File: src/rtl/uart_rx_fifo.sv
// Byte FIFO between the UART receiver and the board logic. The write side
// uses the receiver's valid/ack_n handshake; the read side is first-word-fall-through.
module uart_rx_fifo #(
  parameter int DEPTH = 16,
  parameter int AW    = $clog2(DEPTH)
) (
  input  logic          clk,
  input  logic          nrst,
  input  logic [7:0]    rx_data,
  input  logic          rx_valid,
  output logic          rx_ack_n,
  input  logic          flush,
  input  logic          rd_en,
  output logic [7:0]    rd_data,
  output logic          empty,
  output logic          full,
  output logic [AW:0]   level
);

  localparam logic [AW:0] PTR_ONE  = {{AW{1'b0}}, 1'b1};
  localparam logic [AW:0] FULL_LVL = (AW + 1)'(DEPTH);

  logic [7:0]  mem_q [DEPTH];
  logic [AW:0] wr_ptr_q, wr_ptr_d;
  logic [AW:0] rd_ptr_q, rd_ptr_d;
  logic        armed_q, armed_d;
  logic        ack_n_q, ack_n_d;
  logic        capture;
  logic        pop;

  // Status is derived only from registered pointers, so a same-cycle pop
  // never opens room for a capture while the FIFO reads as full.
  always_comb begin
    level = wr_ptr_q - rd_ptr_q;
    empty = (level == '0);
    full  = (level == FULL_LVL);
  end

  always_comb begin
    capture = armed_q && rx_valid && !full && !flush;
    pop     = rd_en && !empty && !flush;
  end

  always_comb begin
    wr_ptr_d = wr_ptr_q;
    rd_ptr_d = rd_ptr_q;
    if (flush) begin
      wr_ptr_d = '0;
      rd_ptr_d = '0;
    end else begin
      if (capture) wr_ptr_d = wr_ptr_q + PTR_ONE;
      if (pop)     rd_ptr_d = rd_ptr_q + PTR_ONE;
    end
  end

  // The receiver keeps rx_valid high for a while after the ack, so we only
  // re-arm once it has been seen low; flush leaves the handshake alone.
  always_comb begin
    armed_d = armed_q;
    if (capture) begin
      armed_d = 1'b0;
    end else if (!rx_valid) begin
      armed_d = 1'b1;
    end
    ack_n_d = !capture;
  end

  always_ff @(posedge clk) begin
    if (!nrst) begin
      wr_ptr_q <= '0;
      rd_ptr_q <= '0;
      armed_q  <= 1'b0;
      ack_n_q  <= 1'b1;
    end else begin
      wr_ptr_q <= wr_ptr_d;
      rd_ptr_q <= rd_ptr_d;
      armed_q  <= armed_d;
      ack_n_q  <= ack_n_d;
    end
  end

  always_ff @(posedge clk) begin
    if (nrst && capture) begin
      mem_q[wr_ptr_q[AW-1:0]] <= rx_data;
    end
  end

  assign rd_data  = mem_q[rd_ptr_q[AW-1:0]];
  assign rx_ack_n = ack_n_q;

endmodule

File: config.mk
export PLATFORM = sky130hd
export DESIGN_NAME = uart_rx_fifo
export DESIGN_NICKNAME = d
export VERILOG_FILES = /design/src/rtl/uart_rx_fifo.sv
export SDC_FILE = /design/constraint.sdc
export NUM_CORES = 1
export LEC_CHECK = 0
export ABC_AREA = 1
export BUFFER_PORTS_ARGS = -buffer_cell sky130_fd_sc_hd__buf_2
export CORE_ASPECT_RATIO = 0.8
export CORE_MARGIN = 2
export CORE_UTILIZATION = 35
export CTS_BUF_LIST = sky130_fd_sc_hd__clkbuf_4
export DETAILED_ROUTE_END_ITERATION = 8
export PLACE_DENSITY = 0.54
export SYNTH_ARGS = -nofsm -noshare
export SYNTH_HDL_FRONTEND = slang
export SYNTH_SLANG_ARGS = --single-unit
File: constraint.sdc
create_clock -name clk -period 3.3 [get_ports clk]
set_input_delay 0 -clock clk [delete_from_list [all_inputs] [get_ports clk]]
set_output_delay 0 -clock clk [all_outputs]
set_load 0.05 [all_outputs]
== Word-level counts from Yosys, hierarchy flattened ==
Memory sizes are Yosys's and may differ from the RTL's. A register that Yosys moved wholly into a read port is not among the register bits.
Cells that the tools add are included.
Cells by class
  equal/unequal tests: 1
  $add $sub $neg: 3
  bitwise gates (word level): 1
  reduce and logical (&&, ||, !) cells: 13
  muxes and demuxes: 4
Operators with widths (count)
  adder 5 x 1 -> 5 bit, second input constant: 2
  2-to-1 mux 4 bit: 2
  logical AND 1 bit: 6
  == test 5 bit, second input constant: 1
  logical NOT 5 bit: 1
  subtractor 5 bit: 1
  logical NOT 1 bit: 4
  OR reduction 2 bit: 2
  2-to-1 mux 1 bit: 2
  NOT 1 bit: 1
Storage, ports and cells
  input bits: 13
  output and inout bits: 16
  bits in registers: 12
  memories kept: 1
  RAM bits: 128
Memories
  mem_q: words 16, bits a word 8, read ports 1, clocked after memory_dff 1, write ports 1, line 23  | logic [7:0] mem_q [DEPTH];

== Logic depth before layout (Yosys ltp) ==
  depth in word-level cells: 8
  depth in mapped cells: 14

== Least setup slack after synthesis ==
Ideal clock, no wire load.
  path kind: register to register
  from: reg wr_ptr_q[0]
  to: mem mem_q[5][0] (enable)
  required time: 2.915 ns
  slack: -0.092 ns
  setup time: 0.385 ns
  stages on the path, launching flop included: 10
  arrival: 3.007 ns
  cells stage by stage: dfxtp_1 > inv_1 > ha_1 > inv_1 > fa_1 > xor2_1 > nor2_2 > nand3_4 > nand3_4 > nor3b_1
Between the ends
  word-level cells in the longest chain between the ends: 8
RTL lines
  from (decl): line 24  | logic [AW:0] wr_ptr_q, wr_ptr_d;
  from (signal assigned): line 75  | wr_ptr_q <= wr_ptr_d;
  subtractor 5 bit: line 34  | level = wr_ptr_q - rd_ptr_q;
  net level[2]: line 17  | output logic [AW:0] level
  == test 5 bit: line 36  | full = (level == FULL_LVL);
  logical NOT 1 bit: line 40  | capture = armed_q && rx_valid && !full && !flush;
  logical AND 1 bit (2 in a row): line 40
  logical AND 1 bit: line 83  | if (nrst && capture) begin
  2-to-1 mux 1 bit: line 83
  2-to-1 mux 1 bit (not written as such): line 84  | mem_q[wr_ptr_q[AW-1:0]] <= rx_data;
  to (decl): line 23
The timed path passes the listed nets, and every way through them passes these cells.

== Final worst setup path ==
  from: reg wr_ptr_q[0]
  to: mem mem_q[5][3] (enable)
Between the ends
  word-level cells in the longest chain between the ends: 8
RTL lines (line)
  subtractor 5 bit: 34
  == test 5 bit: 36
  logical NOT 1 bit: 40
  logical AND 1 bit (2 in a row): 40
  logical AND 1 bit: 83
  2-to-1 mux 1 bit: 83
  2-to-1 mux 1 bit (not written as such): 84
Parallel ways exist; a longest one is shown, timed or not.

==> results.json <==
{
  "clk_path_buf_depth": 2,
  "worst_path_largest_cell_delay_ns": 0.42,
  "postSynthAreaPerCell_um2": 12.16,
  "endpoint_class_of_the_critical_path": "register",
  "synth.yosys.warnings": 0,
  "top_signal_layer_used": "met4",
  "first_pass_iters": 5,
  "timing.setup.tns_ns": 0,
  "drt-met1-wl_um": 7172,
  "routed-via-count": 3921,
  "fin_area_mm2": 0.007092,
  "initial_core_util": 0.3585,
  "top_level_ports": 29,
  "routed-wl-met3_um": 1007,
  "detail-route-antenna-nets": 0,
  "report.final.hold_viol_count": 0,
  "number_of_nets_in_the_finished_design": 584,
  "drt_iter0_drc": 321,
  "tightest_slew_margin_relative_to_the_limit": 0.4002,
  "synth_enable_flop_cells": 128,
  "detail_route.wirelength_um": 14810,
  "num_rows": 43,
  "synth.most_common_cell": "edfxtp_1",
  "worst-setup-path-type": "register to register",
  "buffers_on_ports": 28,
  "drc_errors": 0,
  "area_delta_synth_final_pct": 13.50,
  "fp.dieArea_mm2": 0.01894,
  "place_hpwl_um": 10020,
  "r2r_setup_slack_ns": 0.53,
  "synthCells": 514,
  "clkSlewWorstSetupHoldPaths_ns": 0.11,
  "sequential_area_share_after_synthesis": 0.6664,
  "dr_wl_met2_um": 6431,
  "grt_antenna_before_repair": 0,
  "synth.area.top_cells": "edfxtp_1 62%, dfxtp_1 5.1%, mux2i_1 5.1%, inv_1 3.9%, o211ai_1 3.8%",
  "ys_ff_latch": 144,
  "synth.lib_cells_used.distinct": 34,
  "muxShareOfSynthArea": 0.05126,
  "placement.cell_area_mm2": 0.006631,
  "cp_slowest_cell": "fa_1",
  "power_leakage_nw": 2.479,
  "grt_start_max_net_pins": 63,
  "track_usage": 0.1623,
  "area_fraction_in_and_or_nand_and_nor_cells_after_synthesis": 0.09672,
  "holdWs_ns": 0.3952,
  "dp_worst_setup_slack_ns": 0.5181,
  "final_util": 0.4068,
  "detail_route.wl_per_cell_um": 18.56,
  "ir_worst_vdd_v": 0.0002576,
  "worstHoldPathType": "primary input to register",
  "timing.critical_path.arrival_ns": 3.01,
  "fmax_ghz": 0.3609,
  "synth_xor_xnor_area_share": 0.004205,
  "top_cell_type_s_share_of_synthesized_area": 0.6151,
  "yosys.area.top_type": "edfxtp_1",
  "tritoncts": "built",
  "crit_path_max_fo": 16,
  "gpl.final_weighted_congestion": 0.7897,
  "clock-root-buffer": "clkbuf_4",
  "yosys.area_share.adder": 0.02123,
  "antenna-diode-count": 0,
  "worst_skew_pair.late_latency_ns": 0.52,
  "cts-buffers-inserted": 17,
  "grt_first_pass_wirelength_um": 22530,
  "final.fill_count": 1681,
  "ys_async_sr_fraction": 0,
  "worst_slack_ns": 0.5291,
  "multi_input_comb_area_mm2": 0.001707,
  "period_utilization_post_route": 0.8397,
  "core_box_area_mm2": 0.01743,
  "final_period_minus_worst_setup_slack_ns": 2.771,
  "synth-compound-area-share": 0.09852,
  "crit_family": "simple AND/OR/NAND/NOR gates",
  "kind_of_start_point_of_the_critical_path": "register",
  "synth_top_family_by_area": "compound AO/OA/AOI/OAI gates",
  "global_route.overflow_total": 0,
  "cts.sink_count": 144,
  "setup_repair_after_global_routing_missed_its_margin": "false",
  "timing.clock.skew_ns": 0.01906,
  "worst-endpoint-required_ns": 3.54,
  "power_density_mw_per_mm2": 525.2,
  "dieWidth_um": 153.4,
  "register_area_mm2": 0.004168,
  "report.final.setup_viol": 0,
  "worst-slew-pin-transition_ns": 0.8987,
  "synth_nets": 537,
  "timing.max_cap.violations": 0,
  "h-tree-depth": 4,
  "layout-drive-gt1-share": 0.1483,
  "number_of_vias_per_cell": 4.914,
  "status": "completed",
  "post_synth_instance_area_mm2": 0.006248,
  "worstPathCellList": "inv_1 > ha_1 > inv_1 > fa_1 > nand3_1 > nand3_1 > nand2_1 > nand2_2 > nand3_4 > nand3_4 > nor3b_1 > buf_4",
  "final-max-slew-violation-count": 0,
  "first_global_vias": 3800,
  "synth_ff_type": "edfxtp_1",
  "total_buffers_and_inverters_traversed_by_the_critical_path": 3,
  "yosys-top-cells-count": "128 x edfxtp_1, 65 x inv_1, 51 x nand2_1, 40 x o21ai_0, 34 x a21oi_1",
  "chip_height_um": 123.5
}
## registers in the layout, summed over array words and instances (netlist names), named ones only
register and cells:
rd_ptr_q 5, mem_q 128, wr_ptr_q 5, armed_q 1, rx_ack_n 1
## layout by cell type, fill, tap and decap left out
master and n:
nand3_1 19, or2_1 1, nand2_1 51, mux2i_1 32
xnor2_1 1, xor2_1 1, dlygate4sd3_1 15, buf_2 28
a21oi_1 34, edfxtp_1 128, nand3_2 1, clkinv_2 3
o211ai_1 32, nor2_4 1, nor3_1 2, xor2_2 1
buf_4 9, buf_12 1, bufinv_16 4, fa_1 1
nand3b_1 1, clkinvlp_4 1, o21ai_0 40, inv_1 65
or2_2 1, nor3b_1 1, nor2_1 28, clkbuf_4 19
nor2_2 9, ha_1 9, nand3_4 2, nand2_2 2
o21ai_1 1, clkinv_1 3, nand4_1 5, dfxtp_1 15
clkinv_4 2, nor4_1 3, dfxtp_4 1
## tightest hold or removal path, stage by stage
cell	delay [ns]
dlygate4sd3_1	0.52
buf_2	0.16
nand4_1	0.10
nand2_1	0.06
nor2_1	0.04
## cell type report
type	instances	share of cell area
inverters	66	0.03493
multi-input cells	279	0.2406
well taps	225	0.03970
clock buffers	19	0.02011
clock inverters	12	0.02364
flip-flops and latches	144	0.5877
repair buffers	53	0.05328
## power by group
group,switching (mW),internal (mW),total [mW]
clock,0.599,0.607,1.21
combinational,0.367,0.144,0.511
sequential,0.0204,1.99,2.01
## per-stage QoR
stage	power [mW]	cells
after floorplan	2.407	514
after global placement	2.544	752
after detailed placement	2.548	752
after CTS	3.755	798
after global routing	3.874	798
final	3.725	798
## path summary, 6_finish.rpt
| kind | startpoint | to | cells after the start |
|---|---|---|---|
| min | rd_en | rd_ptr_q[2] | 5 |
| max reg2reg | wr_ptr_q[0] | mem_q[5][3] | 12 |
| max | wr_ptr_q[0] | mem_q[5][3] | 12 |
| min reg2reg | rd_ptr_q[1] | rd_ptr_q[1] | 2 |
## timing repair
action                    4_1_cts  5_1_grt
hold buffers                   15        0
resized for setup               0        0
hold endpoints to repair      150        0
buffers inserted                0        0
## logic make-up after synthesis
kind of cell	after synthesis
xor gates and xnor gates	3
adders and majority gates	10
and+or+nand+nor	127
buffers and inverters	91
muxes	32
AOI/OAI and AO/OA	107
DFF	144
## layer usage
layer / GRT usage / vias to the layer above
li1: - / 1916
met1: 0.2375 / 1876
met2: 0.2400 / 118
met3: 0.04241 / 11
met4: 0.04358 / 0
met5: 0 / -
Note: power is estimated with default switching activity, not from simulation.
